File: src/rtl/bsk_bus_sched.sv
// BSK backplane bus master: polls two command boards at a fixed rate and
// serves host register writes with priority, one bus transaction at a time.
module bsk_bus_sched #(
   parameter int unsigned SETUP_CYC  = 2,
   parameter int unsigned STROBE_CYC = 4,
   parameter int unsigned HOLD_CYC   = 1,
   parameter int unsigned POLL_DIV   = 1000,
   parameter logic [3:0]  CS_A       = 4'b1011,
   parameter logic [3:0]  CS_B       = 4'b1001,
   parameter logic [3:0]  CS_IDLE    = 4'b1111
) (
   input  logic        clk,
   input  logic        iRes,
   input  logic        iWrReq,
   input  logic        iWrSel,
   input  logic [1:0]  iWrAddr,
   input  logic [15:0] iWrData,
   output logic        oWrAck,
   output logic [3:0]  oCS,
   output logic [1:0]  oA,
   output logic        oRd,
   output logic        oWr,
   output logic        oDataOe,
   output logic [15:0] oData,
   input  logic [15:0] iData,
   output logic        oPollVld,
   output logic        oPollSel,
   output logic        oPollAddr,
   output logic [15:0] oPollData,
   output logic        oPollMiss,
   output logic        oBusy
);

   localparam int unsigned         TIMER_W     = $clog2(POLL_DIV);
   localparam logic [TIMER_W-1:0]  TIMER_LAST  = TIMER_W'(POLL_DIV - 1);
   localparam logic [3:0]          SETUP_LAST  = 4'(SETUP_CYC - 1);
   localparam logic [3:0]          STROBE_LAST = 4'(STROBE_CYC - 1);
   localparam logic [3:0]          HOLD_LAST   = 4'(HOLD_CYC - 1);

   typedef enum logic [1:0] {
      ST_IDLE,
      ST_SETUP,
      ST_STROBE,
      ST_HOLD
   } state_t;

   state_t               state_q, state_d;
   logic [3:0]           cnt_q, cnt_d;
   logic [TIMER_W-1:0]   timer_q, timer_d;
   logic [1:0]           idx_q, idx_d;
   logic                 round_pend_q, round_pend_d;
   logic                 is_wr_q, is_wr_d;
   logic [3:0]           cs_q, cs_d;
   logic [1:0]           a_q, a_d;
   logic                 rd_q, rd_d;
   logic                 wr_q, wr_d;
   logic                 data_oe_q, data_oe_d;
   logic [15:0]          data_q, data_d;
   logic                 wr_ack_q, wr_ack_d;
   logic                 poll_vld_q, poll_vld_d;
   logic                 poll_sel_q, poll_sel_d;
   logic                 poll_addr_q, poll_addr_d;
   logic [15:0]          poll_data_q, poll_data_d;
   logic                 poll_miss_q, poll_miss_d;
   logic                 wrap;
   logic                 round_done;

   always_comb begin
      // NOTE: every *_d gets a default first so no path through the case infers a latch.
      state_d      = state_q;
      cnt_d        = cnt_q;
      idx_d        = idx_q;
      round_pend_d = round_pend_q;
      is_wr_d      = is_wr_q;
      cs_d         = cs_q;
      a_d          = a_q;
      rd_d         = rd_q;
      wr_d         = wr_q;
      data_oe_d    = data_oe_q;
      data_d       = data_q;
      wr_ack_d     = 1'b0;
      poll_vld_d   = 1'b0;
      poll_sel_d   = poll_sel_q;
      poll_addr_d  = poll_addr_q;
      poll_data_d  = poll_data_q;
      poll_miss_d  = 1'b0;
      round_done   = 1'b0;

      wrap    = (timer_q == TIMER_LAST);
      timer_d = wrap ? '0 : timer_q + 1'b1;

      unique case (state_q)
         ST_IDLE: begin
            // The ack cycle grants nothing, so a held request re-arms one cycle later.
            if (!wr_ack_q) begin
               if (iWrReq) begin
                  state_d   = ST_SETUP;
                  cnt_d     = '0;
                  is_wr_d   = 1'b1;
                  cs_d      = iWrSel ? CS_B : CS_A;
                  a_d       = iWrAddr;
                  data_d    = iWrData;
                  data_oe_d = 1'b1;
               end else if (round_pend_q) begin
                  state_d = ST_SETUP;
                  cnt_d   = '0;
                  is_wr_d = 1'b0;
                  cs_d    = idx_q[1] ? CS_B : CS_A;
                  a_d     = {1'b0, idx_q[0]};
               end
            end
         end
         ST_SETUP: begin
            if (cnt_q == SETUP_LAST) begin
               state_d = ST_STROBE;
               cnt_d   = '0;
               rd_d    = is_wr_q;
               wr_d    = !is_wr_q;
            end else begin
               cnt_d = cnt_q + 1'b1;
            end
         end
         ST_STROBE: begin
            if (cnt_q == STROBE_LAST) begin
               state_d = ST_HOLD;
               cnt_d   = '0;
               rd_d    = 1'b1;
               wr_d    = 1'b1;
               if (!is_wr_q) begin
                  poll_vld_d  = 1'b1;
                  poll_data_d = iData;
                  poll_sel_d  = idx_q[1];
                  poll_addr_d = idx_q[0];
               end
            end else begin
               cnt_d = cnt_q + 1'b1;
            end
         end
         ST_HOLD: begin
            if (cnt_q == HOLD_LAST) begin
               state_d   = ST_IDLE;
               cnt_d     = '0;
               cs_d      = CS_IDLE;
               data_oe_d = 1'b0;
               if (is_wr_q) begin
                  wr_ack_d = 1'b1;
               end else begin
                  idx_d      = idx_q + 2'd1;
                  round_done = (idx_q == 2'd3);
               end
            end else begin
               cnt_d = cnt_q + 1'b1;
            end
         end
         default: state_d = ST_IDLE;
      endcase

      // A round finishing on the wrap edge frees the slot for the new round.
      if (round_done) round_pend_d = 1'b0;
      if (wrap) begin
         poll_miss_d  = round_pend_q && !round_done;
         round_pend_d = 1'b1;
      end
   end

   always_ff @(posedge clk or posedge iRes) begin
      if (iRes) begin
         state_q      <= ST_IDLE;
         cnt_q        <= '0;
         timer_q      <= '0;
         idx_q        <= '0;
         round_pend_q <= 1'b0;
         is_wr_q      <= 1'b0;
         cs_q         <= CS_IDLE;
         a_q          <= '0;
         rd_q         <= 1'b1;
         wr_q         <= 1'b1;
         data_oe_q    <= 1'b0;
         data_q       <= '0;
         wr_ack_q     <= 1'b0;
         poll_vld_q   <= 1'b0;
         poll_sel_q   <= 1'b0;
         poll_addr_q  <= 1'b0;
         poll_data_q  <= '0;
         poll_miss_q  <= 1'b0;
      end else begin
         // NOTE: non-blocking so every flop samples the pre-edge values of the others.
         state_q      <= state_d;
         cnt_q        <= cnt_d;
         timer_q      <= timer_d;
         idx_q        <= idx_d;
         round_pend_q <= round_pend_d;
         is_wr_q      <= is_wr_d;
         cs_q         <= cs_d;
         a_q          <= a_d;
         rd_q         <= rd_d;
         wr_q         <= wr_d;
         data_oe_q    <= data_oe_d;
         data_q       <= data_d;
         wr_ack_q     <= wr_ack_d;
         poll_vld_q   <= poll_vld_d;
         poll_sel_q   <= poll_sel_d;
         poll_addr_q  <= poll_addr_d;
         poll_data_q  <= poll_data_d;
         poll_miss_q  <= poll_miss_d;
      end
   end

   assign oWrAck    = wr_ack_q;
   assign oCS       = cs_q;
   assign oA        = a_q;
   assign oRd       = rd_q;
   assign oWr       = wr_q;
   assign oDataOe   = data_oe_q;
   assign oData     = data_q;
   assign oPollVld  = poll_vld_q;
   assign oPollSel  = poll_sel_q;
   assign oPollAddr = poll_addr_q;
   assign oPollData = poll_data_q;
   assign oPollMiss = poll_miss_q;
   assign oBusy     = (state_q != ST_IDLE);

endmodule

File: config.mk
export PLATFORM = sky130hd
export DESIGN_NAME = bsk_bus_sched
export DESIGN_NICKNAME = d
export VERILOG_FILES = /design/src/rtl/bsk_bus_sched.sv
export SDC_FILE = /design/constraint.sdc
export NUM_CORES = 1
export LEC_CHECK = 0
export ABC_CLOCK_PERIOD_IN_PS = 2300
export BUFFER_PORTS_ARGS = -buffer_cell sky130_fd_sc_hd__buf_2
export CAP_MARGIN = 20
export CORE_ASPECT_RATIO = 1.75
export CORE_MARGIN = 8
export CORE_UTILIZATION = 53
export CTS_BUF_LIST = sky130_fd_sc_hd__clkbuf_4 sky130_fd_sc_hd__clkbuf_8
export DETAILED_ROUTE_END_ITERATION = 12
export PLACE_DENSITY = 0.82
export SLEW_MARGIN = 10
export SYNTH_ARGS = -nofsm -noshare
export SYNTH_HDL_FRONTEND = slang
export SYNTH_SLANG_ARGS = --single-unit
File: constraint.sdc
create_clock -name clk -period 2.3 [get_ports clk]
set_input_delay 0.46 -clock clk [delete_from_list [all_inputs] [get_ports clk]]
set_output_delay 0.46 -clock clk [all_outputs]
set_load 0.01 [all_outputs]
==> flow_summary.toml, run 1 <==
[run_status]
status = "complete, no violations"

[clocking]
clk_latency_ns = 0.35
cts_tree = "yes"
clk_pin_slew_worst_paths_ns = 0.08
clockBufferDepth = 2
cts-htree-levels = 3
cts_made_buffers = 9
cts_sinks = 64
clock-root-buffer = "clkbuf_8"
cts_resized = 0
hold_buffers = 0
post_cts_buffers = 0

[detailed_routing]
first_pass_iters = 5
drc = 0
drt_iter0_drc = 132
wl_per_cell_um = 16.1
detailroute.via_count = 2012
totalWireLength_mm = 5.96
final_antenna_net_count = 0
vias_per_cell = 5.42

[setup_path]
worstSetupStartpointType = "flip-flop"
worstPathMaxFanout = 10
cp-end-kind = "output port"
worstPathArrival_ns = 1.51
cp.required_ns = 1.84
crit_type = "reg2out"

[cells_and_area]
insertedDiodeCount = 0
synthToLayoutAreaGrowth_pct = 22.9
nFillCells = 370
fin_area_um2 = 3480
drive_gt1_share_pct = 47.2
post_layout_nonfiller_instances = 371
fin_nets = 358
post-route-util_pct = 66.8

[timing]
rsz0062_at_grt = "no"
setup_viol = 0
fin_worst_skew_ns = 0.0146
timing.fmax_mhz = 506
setup_tns_ns = 0
final_max_slew_viol_count = 0
fin_crit_ns = 1.97
worst_pin_slew_ns = 0.556
period_share_pct = 85.9
hold_violations = 0
fin_hold_ws_ns = 0.157
slew_headroom_pct = 62.9

[yosys]
synth_seq_area_share_pct = 56.7
ys_ff_latch = 64
syn_avg_cell_area_um2 = 12.8
syn_inst = 221
ys_types = 44
synth-edff-count = 0
yosys_warnings = 0
ys_async_sr_fraction_pct = 100
synthesis.area_um2 = 2830
synthFlopType = "dfrtp_1"

[placed_design]
gp_congestion = 0.811
dp_hpwl_mm = 4.57
port_buffers = 82
dp.cells = 355
dpl_cell_area_um2 = 3300

[global_routing]
grt_pass1_vias = 2006
grt_overflow_total = 0
grt_pass1_wl_mm = 9.48
grt_max_degree = 27
grt_usage_pct = 15.2
antenna_found_initial = 0

[floorplan]
start_util_pct = 54.3
fp.dieH_um = 113
core-area_um2 = 5210
die_x_um = 71.3
io-pin-count = 85
rows = 35
dieArea_um2 = 8030

[pwr]
powerDensity_nw_per_um2 = 1060
irDropWorstVdd_mv = 0.453
leakagePower_nw = 1.75

[run]
drv_cap = 0

[min_path]
hp-class = "in2async"
-- layout by cell type (no fill, tap or decap), types with 3 or more instances in the layout --
cell type,count
a21oi_1,5
o2bb2ai_1,3
nand3_1,5
mux2_2,35
buf_2,82
clkinvlp_4,4
nand2_1,15
xor2_1,4
o21bai_1,3
clkbuf_8,10
and2_1,3
inv_1,14
o21ai_0,4
xnor2_1,3
a31oi_1,3
dfstp_2,4
nor2_1,12
ha_1,9
dfrtp_1,60
-- report_power, final --
group          total [mW]  switching [mW]  internal [mW]  leakage (nW)
sequential           1.55           0.149           1.41         0.777
clock               0.863           0.442          0.421        0.0809
combinational        1.27           0.656          0.615         0.892
total                3.69            1.25           2.44          1.75
-- metrics by stage --
stage	power, mW	setup WS [ns]
floorplan	2.42	0.249
global placement	2.81	0.458
detailed placement	2.86	0.408
CTS	3.73	0.305
global route	3.91	0.225
finish	3.69	0.325
-- per-layer routing --
layer / GRT usage, % / vias to the layer above / part of all wire [%]
met5: 0 / - / 0
met2: 26.2 / 67 / 53
met4: 8.81 / 0 / 2.2
li1: - / 957 / -
met3: 4.96 / 14 / 7.1
met1: 15.5 / 974 / 38
-- registers in the layout, summed over array words and instances (netlist names) --
register and count:
cnt_q 4, idx_q 2, is_wr_q 1, oA 2
oCS 2, oData 16, oDataOe 1, oPollAddr 1
oPollData 16, oPollMiss 1, oPollSel 1, oPollVld 1
oRd 1, oWr 1, oWrAck 1, round_pend_q 1
state_q 2, timer_q 10
-- synth_stat cells, types with 2 or more instances --
master | count | area (µm²)
dfrtp_1 | 60 | 1500
buf_4 | 4 | 30.0
mux2_2 | 35 | 394
a31oi_1 | 3 | 18.8
nand3b_2 | 2 | 22.5
nand2_1 | 15 | 56.3
nor2_1 | 12 | 45.0
a21bo_2 | 2 | 20.0
nand3_1 | 5 | 25.0
a22o_1 | 2 | 17.5
buf_2 | 2 | 10.0
xor2_1 | 4 | 35.0
inv_1 | 15 | 56.3
a21oi_1 | 5 | 25.0
xnor2_1 | 3 | 26.3
a32oi_1 | 2 | 17.5
dfstp_2 | 4 | 105
mux2i_1 | 2 | 20.0
ha_1 | 9 | 113
o2bb2ai_1 | 3 | 26.3
nand4b_1 | 2 | 17.5
o21bai_1 | 3 | 22.5
and2_1 | 3 | 18.8
o21ai_0 | 4 | 20.0
-- final timing paths --
kind	startpoint	endpoint	depth (start not counted)	slack, ns
max	state_q[0]	oBusy	4	0.33
min	iRes	oData[0]	2	0.16
max reg2reg	state_q[0]	state_q[1]	6	0.38
min reg2reg	oRd	oRd	2	0.48
max in group asynchronous	iRes	oWr	3	1.53
min in group clk	iWrData[0]	oData[0]	2	0.34
-- critical path: stages (launching register included) --
cell,delay (ns)
dfrtp_1,0.40
inv_1,0.11
ha_1,0.38
inv_1,0.12
buf_2,0.16
-- logic make-up (layout without fill, tap and decap cells) --
| logic type | after synthesis | count (layout) | share of synthesized area, % |
|---|---|---|---|
| buffers and inverters | 22 | 116 | 3.80 |
| XOR/XNOR | 7 | 7 | 2.17 |
| adder cells (fa/ha/maj) | 9 | 9 | 3.98 |
| AND/OR/NAND/NOR | 47 | 47 | 8.57 |
| flip-flops | 64 | 64 | 56.7 |
| multiplexers | 38 | 38 | 15.2 |
| other | 1 | 2 | 0.132 |
| AO/OA/AOI/OAI | 33 | 33 | 9.46 |
-- layout make-up --
class / instances / area [µm²] / share of cell area, %
Sequential cell: 64 / 1610 / 46.2
Multi-Input combinational cell: 136 / 1120 / 32.2
Timing Repair Buffer: 85 / 445 / 12.8
Clock buffer: 10 / 138 / 3.96
Tap cell: 55 / 68.8 / 1.98
Inverter: 15 / 56.3 / 1.62
Clock inverter: 6 / 43.8 / 1.26
(Power assumes the default switching activity.)
==> run 2: changes to the inputs <==
ABC_CLOCK_PERIOD_IN_PS = 1800   (was 2300)
CORE_UTILIZATION = 48   (was 53)
PLACE_DENSITY = 0.78   (was 0.82)
clock period = 1.8 ns   (was 2.3 ns; I/O delays follow)
==> run 2 against run 1 <==
Combinational power increased by 57%. Hold slack worse by 0.11 ns. Sequential share of layout area shrank 2.2 points. Cell area increased by 5.1%. Global-route usage up 0.93 points. Via count grew 3.6%. Non-clock buffer count is 10 higher. Critical path type is now reg2reg. Largest cell class unchanged.
==> flow_summary.toml, run 2 (synthesis results as in run 1) <==
[run_status]
status = "complete, no violations"

[timing]
fin_crit_ns = 1.76
fin_worst_skew_ns = 0.00580
hold_violations = 0
worst_pin_slew_ns = 0.509
timing.fmax_mhz = 567
period_share_pct = 98.0
setup_viol = 0
slew_headroom_pct = 66.0
fin_ws_ns = 0.0355
final_max_slew_viol_count = 0

[floorplan]
io-pin-count = 85
dieArea_um2 = 8710
rows = 37
start_util_pct = 48.9
die_x_um = 74.1
fp.dieH_um = 118
core-area_um2 = 5790

[setup_path]
worstSetupStartpointType = "flip-flop"
crit_chain = "inv_2 > ha_4 > o22a_1 > a221oi_4 > buf_4 > o21ai_0 > a32oi_1"
cp-end-kind = "flip-flop"
cp.required_ns = 2.05
critPathTopFamily = "compound AO/OA/AOI/OAI gates"
crit_type = "reg2reg"
worstPathArrival_ns = 2.02
worstPathMaxFanout = 4
max_stage_delay_ns = 0.40
crit_buf_inv = 2
cpMaxStageDelayCell = "dfrtp_1"

[clocking]
cts-htree-levels = 3
clock-root-buffer = "clkbuf_8"
cts_sinks = 64
clockBufferDepth = 2
clk_latency_ns = 0.34
clk_pin_slew_worst_paths_ns = 0.07
hold_buffers = 0
cts_made_buffers = 9
cts_tree = "yes"

[cells_and_area]
multi_input_comb_area_um2 = 1170
final_cell_mix = "buf_2, dfrtp_1, mux2_2"
fin_area_um2 = 3660
insertedDiodeCount = 0
synthToLayoutAreaGrowth_pct = 29.2
fin_nets = 368
drive_gt1_share_pct = 51.5
layout_commonest_cell = "buf_2"
nFillCells = 444
seq_area_um2 = 1610

[placed_design]
dpl_cell_area_um2 = 3420
pre_cts_ws_ns = -0.00225
gp_congestion = 0.833
port_buffers = 82
dp_hpwl_mm = 5.02

[detailed_routing]
wl_per_cell_um = 16.5
vias_per_cell = 5.16
drt_iter0_drc = 97
first_pass_iters = 4
final_antenna_net_count = 0
drc = 0
detailroute.via_count = 2084
totalWireLength_mm = 6.68

[global_routing]
grt_util_met1_pct = 15.4
grt_pass1_vias = 2240
grt_usage_pct = 16.2
grt_max_degree = 24
antenna_found_initial = 0
grt_overflow_total = 0
use_met2_pct = 27.7
use_met3_pct = 4.95
grt_pass1_wl_mm = 10.6
grt-busiest-layer = "met2"

[min_path]
hp-class = "in2async"

[pwr]
powerDensity_nw_per_um2 = 1390
leakagePower_nw = 1.81
irDropWorstVdd_mv = 0.643

[run]
drv_cap = 0
-- run 2: final timing paths --
kind / from / end / slack, ns / cells past startpoint
max reg2reg: state_q[1] / oRd / 0.04 / 7
max in group asynchronous: iRes / oRd / 1.16 / 3
max: state_q[1] / oRd / 0.04 / 7
min in group clk: iWrData[13] / oData[13] / 0.24 / 2
min reg2reg: timer_q[0] / timer_q[0] / 0.48 / 1
min: iRes / oPollData[6] / 0.05 / 2
-- run 2: routing by layer --
layer / wire (µm) / share of wire, %
met5: 0 / 0
met4: 287 / 4.3
met3: 447 / 6.7
met2: 3650 / 55
met1: 2300 / 34
-- run 2: stage by stage --
stage | instances | hold slack, ns | total power [mW] | TNS (ns) | utilization (%)
after floorplan | 222 | 0.442 | 3.10 | 0 | -
after CTS | 404 | 0.0466 | 5.00 | 0 | 62.5
after global routing | 404 | 0.0734 | 5.37 | -0.00600 | 63.2
after global placement | 386 | 0.422 | 3.72 | 0 | 59.0
after detailed placement | 386 | 0.419 | 3.84 | -0.00225 | 59.0
final | 404 | 0.0458 | 5.08 | 0 | 63.2
-- run 2: final cells by class --
class                           count  share of cell area, %
Inverter                           15                   1.71
Clock buffer                        9                   3.39
Clock inverter                      7                   1.33
Tap cell                           78                   2.67
Multi-Input combinational cell    136                   32.0
Sequential cell                    64                   44.0
Timing Repair Buffer               95                   14.9
-- run 2: report_power, final --
group          leakage, nW  internal [mW]  switching [mW]  total (mW)
Sequential           0.775           1.80           0.215        2.02
Clock               0.0889          0.497           0.569        1.07
Combinational        0.948           1.01           0.988        2.00
Total                 1.81           3.31            1.77        5.08
-- run 2: repair_timing --
action                                  in CTS  in global routing
pin swaps                                    0                  3
setup buffers                                2                  1
endpoints found under the setup margin       2                  9
gates cloned                                 0                  0
gates resized for setup                      3                 11
==> run 3: changes to the inputs <==
SETUP_SLACK_MARGIN = 0.5   (was unset)
==> run 3 against run 2 <==
First-iteration DRC count shrank 7.2%. Power grew 15%. Worst setup slack gained 0.015 ns. Fmax grew 0.87%. Highest routed layer unchanged. Critical path type unchanged. Non-clock buffer count grew 17.
==> flow_summary.toml, run 3 (synthesis results as in run 1) <==
[setup_path]
worstPathMaxFanout = 4
cp.required_ns = 2.03
worstSetupStartpointType = "flip-flop"
worstReg2RegStart = "state_q[0]"
reg2reg_depth = 6
r2r_setup_slack_ns = 0.05
r2r-end = "state_q[1]"
cp-end-kind = "flip-flop"
worstSetupStartpoint = "state_q[0]"
worstPathArrival_ns = 1.98
crit_type = "reg2reg"

[pwr]
netSwitchingPower_mw = 1.84
clockPowerShare_pct = 22.9
p_int_mw = 3.99
sw_frac_of_total_pct = 31.5
powerDensity_nw_per_um2 = 1420
irDropWorstVdd_mv = 0.898
pwr-share-seq_pct = 35.0
combinationalPowerShare_pct = 42.1
leakagePower_nw = 2.06

[run_status]
status = "complete, no violations"

[floorplan]
start_util_pct = 48.9
rows = 37
core-area_um2 = 5790
io-pin-count = 85
fp.dieH_um = 118
dieArea_um2 = 8710
die_x_um = 74.1

[cells_and_area]
layout_commonest_cell = "buf_2"
fin_nets = 385
drive_gt1_share_pct = 59.8
insertedDiodeCount = 0
final_cell_mix = "buf_2, dfrtp_1, mux2_2"
nFillCells = 407
multi_input_comb_area_um2 = 1330
post_layout_nonfiller_instances = 421
seq_area_um2 = 1610
synthToLayoutAreaGrowth_pct = 44.9

[min_path]
hp-class = "in2async"

[clocking]
cts_sinks = 64
hold_buffers = 0
clockBufferDepth = 2
clock-root-buffer = "clkbuf_8"
clk_latency_ns = 0.34
cts-htree-levels = 3
cts_tree = "yes"
clk_pin_slew_worst_paths_ns = 0.07
cts_made_buffers = 9

[detailed_routing]
first_pass_iters = 4
routedLengthMet1_mm = 2.57
top_layer_used = "met4"
met2_length_mm = 3.81
drc = 0
wl_per_cell_um = 16.8
detailroute.via_count = 2161
totalWireLength_mm = 7.07
wl_met3_um = 457
vias_per_cell = 5.13
final_antenna_net_count = 0
drt_iter0_drc = 90

[global_routing]
grt_max_degree = 65
grt_usage_pct = 16.2
antenna_found_initial = 0
grt_pass1_wl_mm = 10.8
grt_overflow_total = 0
grt_pass1_vias = 2179

[placed_design]
dp.cells = 382
port_buffers = 82
gp_congestion = 0.800
dp_hpwl_mm = 4.66

[timing]
setup_tns_ns = 0
setup_viol = 0
rsz0062_at_grt = "yes"
hold_violations = 0
final_max_slew_viol_count = 0
fin_hold_ws_ns = 0.111
timing.fmax_mhz = 572
fin_crit_ns = 1.75
period_share_pct = 97.2
fin_worst_skew_ns = 0.00594

[run]
drv_cap = 0
## run 3: cell count changes in the layout (fill, tap and decap cells not counted), sizes merged
cell and change:
buf +16, bufinv +1, clkbuf +6, clkinv -5
clkinvlp -1
## run 3: timing repair
action | 4_1_cts | 5_1_grt
cloned | 1 | 1
setup endpoints to repair | 66 | 66
gates resized for setup | 30 | 19
buffers inserted | 16 | 5
pin swaps | 16 | 20
## run 3: metrics by stage
step / area [µm²] / setup slack (ns) / power, mW / utilization (%)
final: 4100 / 0.0508 / 5.83 / 70.9
after global routing: 4100 / 0.00244 / 6.16 / 70.9
after CTS: 3970 / 0.0661 / 5.72 / 68.7
after detailed placement: 3440 / 0.0593 / 3.87 / 59.5
after global placement: 3440 / 0.135 / 3.79 / 59.5
after floorplan: 2920 / 0.104 / 3.24 / -
## run 3: worst max-delay path by stage
stage	endpoint	cells after the start
finish	state_q[1]	6
CTS	state_q[1]	6
detailed placement	state_q[1]	6
floorplan	state_q[1]	6
global placement	state_q[1]	6
global route	state_q[1]	6
## run 3: worst max-delay path: stages, from the launching register on
cell and delay, ns:
dfrtp_2 0.43, inv_2 0.08, ha_2 0.20, o22a_1 0.19, a221oi_4 0.32, nand3b_4 0.12, mux2_4 0.31
## run 3: cell type report
cell class	instances	area share, %
sequential	64	39.2
tap	78	2.38
multi-input combinational	136	32.4
timing repair buffer	112	19.1
clock inverter	2	0.854
clock buffer	14	4.55
inverter	15	1.46
## run 3: power groups by stage
stage / clock network (mW) / logic, mW / registers (mW)
2_1_floorplan: 0 / 1.10 / 2.15
3_3_place_gp: 0 / 1.77 / 2.02
3_5_place_dp: 0 / 1.84 / 2.04
4_1_cts: 1.37 / 2.33 / 2.02
5_1_grt: 1.44 / 2.64 / 2.08
6_report: 1.34 / 2.46 / 2.04
## run 3: per-layer routing
metal / track usage [%] / up-vias
met5: 0 / -
met4: 9.07 / 0
met3: 4.86 / 17
met2: 26.3 / 66
met1: 17.8 / 1073
li1: - / 1005
